$ cat src/rtl/scoreboard_register_file.sv
`default_nettype none
// ============================================================================
// Module   : scoreboard_register_file
// Purpose  : Two-read / one-write integer register file with a per-register
//            pending-write scoreboard for a pipelined core. Decode/issue
//            reads operands and reserves destination registers; writeback
//            commits results and releases the reservations.
//            Features: configurable width/depth, optional hardwired-zero x0,
//            same-cycle write-to-read bypass, operand-ready flags and a
//            running count of pending registers.
// Ports    : CLK        clock, all state changes on the rising edge
//            RST        synchronous active-high reset
//            A1/A2      read addresses        -> RD1/RD2 data (combinational)
//                                             -> RDY1/RDY2 no write in flight
//            A3/WD3/WE3 writeback commit port
//            ISS_VALID/ISS_RD  destination reservation from issue
//            FLUSH      drops every reservation (and any same-cycle issue)
//            PEND_CNT   number of registers currently pending
// Revision : 1.0  initial release
// ============================================================================
module scoreboard_register_file #(
  parameter int XLEN     = 32,
  parameter int AW       = 5,
  parameter int ZERO_REG = 1
) (
  input  logic            CLK,
  input  logic            RST,
  input  logic [AW-1:0]   A1,
  input  logic [AW-1:0]   A2,
  output logic [XLEN-1:0] RD1,
  output logic [XLEN-1:0] RD2,
  output logic            RDY1,
  output logic            RDY2,
  input  logic [AW-1:0]   A3,
  input  logic [XLEN-1:0] WD3,
  input  logic            WE3,
  input  logic            ISS_VALID,
  input  logic [AW-1:0]   ISS_RD,
  input  logic            FLUSH,
  output logic [AW:0]     PEND_CNT
);

  localparam int NREG    = 2 ** AW;
  localparam bit ZR      = (ZERO_REG != 0);
  localparam int NPORTS  = 2;

  // --------------------------------------------------------------------------
  // State
  // --------------------------------------------------------------------------
  logic [XLEN-1:0] mem [NREG];
  logic [NREG-1:0] pending;
  logic [NREG-1:0] pending_next;
  logic [AW:0]     pend_cnt;

  // --------------------------------------------------------------------------
  // Qualified write and issue requests. x0 (when hardwired) can neither be
  // written nor reserved; a flush squashes the issue but not the write.
  // --------------------------------------------------------------------------
  logic wr_ok;
  logic iss_ok;

  assign wr_ok  = WE3 && !(ZR && (A3 == '0));
  assign iss_ok = ISS_VALID && !(ZR && (ISS_RD == '0)) && !FLUSH;

  // --------------------------------------------------------------------------
  // Register array. Each entry is its own flop bank so reset can clear the
  // whole array in one cycle. A hardwired x0 is never written (wr_ok is low
  // for it), so it simply holds its reset value.
  // --------------------------------------------------------------------------
  for (genvar i = 0; i < NREG; i++) begin : g_mem
    always_ff @(posedge CLK) begin
      if (RST) begin
        mem[i] <= '0;
      end else if (wr_ok && (A3 == AW'(i))) begin
        mem[i] <= WD3;
      end
    end
  end

  // --------------------------------------------------------------------------
  // Pending scoreboard, next-state per register.
  // Priority: flush clears, then issue sets, then writeback clears. Issue
  // beats a same-register writeback because the new producer supersedes the
  // result that is committing now.
  // --------------------------------------------------------------------------
  for (genvar i = 0; i < NREG; i++) begin : g_pend
    logic set_i;
    logic clr_i;

    assign set_i = iss_ok && (ISS_RD == AW'(i));
    assign clr_i = wr_ok  && (A3     == AW'(i));

    if (ZR && (i == 0)) begin : g_zero
      // Hardwired zero is never pending; its request terms are unused.
      logic unused_req;
      assign unused_req      = set_i | clr_i;
      assign pending_next[i] = 1'b0;
    end else begin : g_norm
      always_comb begin
        pending_next[i] = pending[i];
        if (FLUSH) begin
          pending_next[i] = 1'b0;
        end else if (set_i) begin
          pending_next[i] = 1'b1;
        end else if (clr_i) begin
          pending_next[i] = 1'b0;
        end
      end
    end
  end

  always_ff @(posedge CLK) begin
    if (RST) begin
      pending <= '0;
    end else begin
      pending <= pending_next;
    end
  end

  // --------------------------------------------------------------------------
  // Pending counter, maintained incrementally. In one cycle at most one
  // register can become pending (the issue target) and at most one can be
  // released (the writeback target), so the change is -1, 0 or +1.
  // --------------------------------------------------------------------------
  logic          cnt_inc;
  logic          cnt_dec;
  logic [AW:0]   cnt_next;

  assign cnt_inc = |(pending_next & ~pending);
  assign cnt_dec = |(pending & ~pending_next);

  always_comb begin
    cnt_next = pend_cnt;
    if (FLUSH) begin
      cnt_next = '0;
    end else begin
      cnt_next = pend_cnt + {{AW{1'b0}}, cnt_inc} - {{AW{1'b0}}, cnt_dec};
    end
  end

  always_ff @(posedge CLK) begin
    if (RST) begin
      pend_cnt <= '0;
    end else begin
      pend_cnt <= cnt_next;
    end
  end

  assign PEND_CNT = pend_cnt;

  // --------------------------------------------------------------------------
  // Read ports: hardwired zero first, then write-first bypass, then array.
  // Ready: a same-cycle writeback to the register makes its value available
  // now, so it counts as ready even while the pending bit is still set.
  // --------------------------------------------------------------------------
  logic [AW-1:0]   rd_addr [NPORTS];
  logic [XLEN-1:0] rd_data [NPORTS];
  logic            rd_rdy  [NPORTS];

  assign rd_addr[0] = A1;
  assign rd_addr[1] = A2;

  for (genvar p = 0; p < NPORTS; p++) begin : g_rport
    logic is_zero;
    logic hit_wr;

    assign is_zero = ZR && (rd_addr[p] == '0);
    assign hit_wr  = wr_ok && (A3 == rd_addr[p]);

    always_comb begin
      rd_data[p] = mem[rd_addr[p]];
      rd_rdy[p]  = !pending[rd_addr[p]] || hit_wr;
      if (is_zero) begin
        rd_data[p] = '0;
        rd_rdy[p]  = 1'b1;
      end else if (hit_wr) begin
        rd_data[p] = WD3;
      end
    end
  end

  assign RD1  = rd_data[0];
  assign RD2  = rd_data[1];
  assign RDY1 = rd_rdy[0];
  assign RDY2 = rd_rdy[1];

endmodule
`default_nettype wire

$ cat config.mk
export PLATFORM = sky130hd
export DESIGN_NAME = scoreboard_register_file
export DESIGN_NICKNAME = d
export VERILOG_FILES = /design/src/rtl/scoreboard_register_file.sv
export SDC_FILE = /design/constraint.sdc
export NUM_CORES = 2
export LEC_CHECK = 0
export CAP_MARGIN = 25
export CELL_PAD_IN_SITES_DETAIL_PLACEMENT = 0
export CELL_PAD_IN_SITES_GLOBAL_PLACEMENT = 1
export CORE_ASPECT_RATIO = 1.1
export CORE_MARGIN = 2
export CORE_UTILIZATION = 48
export CTS_CLUSTER_SIZE = 30
export DETAILED_ROUTE_END_ITERATION = 7
export PLACE_DENSITY = 0.76
export SYNTH_ARGS = -nofsm -noshare
export SYNTH_HDL_FRONTEND = slang
export SYNTH_SLANG_ARGS = --single-unit
$ cat constraint.sdc
create_clock -name CLK -period 3.11 [get_ports CLK]
set_clock_uncertainty 0.05 [all_clocks]
set_input_delay 0.311 -clock CLK [delete_from_list [all_inputs] [get_ports CLK]]
set_output_delay 0.311 -clock CLK [all_outputs]
set_load 0.01 [all_outputs]
==> reports/metrics.csv <==
stage;metric;value;unit
synthesis;total of warnings raised by yosys;0;
place;Port Buffers;128;
synthesis;cell taking the most area after synthesis;edfxtp_1;
synthesis;Post-synth EDFFs;1024;
die;Die X-Extent;332;um
global_route;first-pass GRT wire length;311000;um
synthesis;Synth Instances;3820;
setup_path;Critical Path End Type;register;
clock_network;Sink Count;1061;
place;RePlAce Congestion;0.906;
setup_path;CP Data Required Time;3.63;ns
finish;most frequent cells in the layout;edfxtp_1 (1024), and2_1 (995), mux4_2 (536);
routing;antenna-violating nets left;0;
routing;DR WL/cell;38.3;um
finish;post-route cell area;69200;um^2
sta;FMAX;304;MHz
run_status;status;finished, violations left;
power_and_ir_drop;Lkg Pwr;24.3;nW
finish;Core Util, Final;0.588;
clock_network;H-tree levels;3;
synthesis;Area contributors post-synth;edfxtp_1 (54%), mux4_2 (21%), and2_1 (11%), clkbuf_1 (2.0%), o22ai_1 (1.4%);
clock_network;CTS buffer count;110;
clock_network;clk slew on worst S/H paths;0.07;ns
power_and_ir_drop;total power;0.0356;W
setup_path;setup slack on the worst flop-to-flop path;-0.18;ns
sta;fin crit period;3.29;ns
synthesis;sequential-to-total area share from yosys stat;0.554;
hold_path;HP Class;input port to register;
sta;setup ws final;-0.179;ns
sta;Tcrit/Tclk final;1.06;
flow_run;maxcap violations;0;
die;Die Span Y;365;um
clock_network;clock tree buffer depth;3;
hold_path;Worst Hold End;mem[7][13];
die;# rows;132;
routing;DR vias;40294;
routing;initial drt markers;6677;
synthesis;Top FF cell, synth;edfxtp_1;
sta;Setup violations, final;11;
sta;Final Max Slew Viols;0;
finish;most common cell after layout, fill and taps aside;edfxtp_1;
hold_path;Hold Crit Depth;2;
routing;Post-Route WL;226000;um
run_status;failing checks;setup timing;
power_and_ir_drop;VDD IR-drop max;0.481;mV
global_route;largest net degree at the start of global routing;50;
global_route;grt total ovfl;0;
clock_network;CTS root buf;clkbuf_16;
setup_path;endpoint of the lowest-slack register-to-register path;PEND_CNT[4];
die;die area;121000;um^2
routing;via/cell ratio;6.85;
die;I/O Pins;129;
place;Placed Area;64800;um^2
global_route;Total GRT Usage;0.373;
place;hpwl dp;141000;um
synthesis;area share of the largest cell type after synthesis;0.541;
setup_path;Arrival @ worst endpoint;3.81;ns
synthesis;Synth cell types;68;
sta;final hold violation count;0;
sta;relative slew slack;0.510;
setup_path;R2R cell count;15;
finish;share of layout cells above drive strength 1;0.341;
setup_path;CP Class;register to register;
global_route;initial antenna violation count;28;
hold_path;hold path startpoint;WD3[13];
die;initial core utilization;0.483;
clock_network;clock latency on the worst-skew pair;0.75;ns
power_and_ir_drop;Cell Pwr Density;514;nW/um^2
sta;Slew @ Worst Pin;0.735;ns
routing;Post-route DRC;0;
finish;# fillers;8944;
synthesis;mapped cell area;56800;um^2
global_route;number of global-route vias before repair;40268;
setup_path;Critical Path Fanout Max;2;
synthesis;syn_area_per_cell;14.9;um^2
die;core area;118000;um^2
setup_path;worst flop-to-flop path startpoint;pending[2];
sta;unrepaired setup endpoints after global routing;true;
finish;Final #Nets;4307;
routing;drt first pass iters;6;
synthesis;ys async rst share;0;
finish;Area Growth Syn to Fin;21.8;%
clock_network;CTS tree;yes;
synthesis;flops & latches, synth;1061;
setup_path;crit start category;register;
==> layout make-up <==
class / instances / area, um^2 / share of cell area
clock buffer: 135 / 2850 / 0.0411
clock inverter: 68 / 722 / 0.0104
inverter: 8 / 30.0 / 0.000434
tap: 1541 / 1930 / 0.0279
multi-input combinational: 2359 / 24500 / 0.355
sequential: 1061 / 31500 / 0.455
timing repair buffer: 703 / 7610 / 0.110
antenna: 8 / 20.0 / 0.000289
==> power breakdown <==
group          internal [W]  switching, W
clock               0.00744       0.00590
sequential           0.0165      0.000381
combinational       0.00248       0.00292
total                0.0264       0.00921
==> worst max path at each step <==
stage                           from          end  slack, ns  depth (start not counted)
after CTS                 pending[2]  PEND_CNT[4]      -0.18                         15
after global routing      pending[2]  PEND_CNT[4]      -0.39                         15
after detailed placement   ISS_VALID  PEND_CNT[4]      -0.85                         16
final                     pending[2]  PEND_CNT[4]      -0.18                         15
after floorplan            ISS_RD[0]  PEND_CNT[4]       0.02                         15
after global placement         A3[1]       RD1[7]      -0.99                         10
==> flip-flops by register name, indices dropped and copies added, names as in the netlist <==
signal	cells
pending	31
mem	1024
PEND_CNT	6
==> per-stage QoR <==
step	setup slack, ns	TNS, ns	hold slack (ns)	cells
after floorplan	0.0193	0	0.419	3851
after global placement	-0.992	-38.18	0.476	5641
after detailed placement	-0.855	-32.24	0.476	5642
after CTS	-0.178	-0.615	0.297	5866
after global routing	-0.395	-1.59	0.358	5876
final	-0.179	-0.797	0.340	5883
==> synth_stat cells, types with 12 or more instances <==
library cell	instances
a211oi_1	12
a21oi_1	68
a221o_1	19
a22o_1	44
a22oi_1	61
a31o_2	13
and2_1	996
buf_1	36
buf_2	62
buf_4	18
clkbuf_1	299
dfxtp_1	37
edfxtp_1	1024
mux2i_1	30
mux4_2	536
nand2_1	78
nand2b_1	38
nor2_1	88
nor4_1	36
o2111ai_1	17
o21ai_0	12
o221ai_1	12
o22ai_1	131
==> layer usage <==
| metal | vias to the layer above | share of wire | global-route usage |
|---|---|---|---|
| met4 | 4 | 0.073 | 0.231 |
| met2 | 3299 | 0.45 | 0.571 |
| li1 | 15742 | - | - |
| met3 | 838 | 0.14 | 0.106 |
| met1 | 20411 | 0.34 | 0.471 |
| met5 | - | 0.00057 | 0 |
==> critical path: stages (launching register included) <==
cell and delay, ns:
dfxtp_2 0.32, or4_1 0.54, o31ai_1 0.21, buf_4 0.16
o211ai_1 0.11, nor4_2 0.17, nand4_1 0.19, ha_1 0.33
inv_1 0.06, ha_4 0.16, fa_2 0.35, a21oi_2 0.14
nor2_1 0.05, nor2_1 0.12, xor2_1 0.16, nor2_1 0.05
==> repair_timing <==
action / in CTS / in global routing
pin swaps: 48 / 18
hold buffers: 1 / 0
endpoints found under the setup margin: 70 / 35
setup buffers: 18 / 10
gates resized for setup: 236 / 31
endpoints found under the hold margin: 1 / 0
gates cloned: 2 / 1
==> cell families (layout without fill, tap and decap cells) <==
kind of cell / Yosys count / after routing / share of synthesized area
flops: 1061 / 1061 / 0.554
compound gates: 431 / 431 / 0.0534
mux: 573 / 573 / 0.219
other cells: 1 / 40 / 0.0000660
buf+inv: 431 / 914 / 0.0321
fa+ha+maj: 7 / 7 / 0.00167
simple gates: 1302 / 1302 / 0.137
xor+xnor: 14 / 14 / 0.00216
Power figures use the tool's default switching activity.
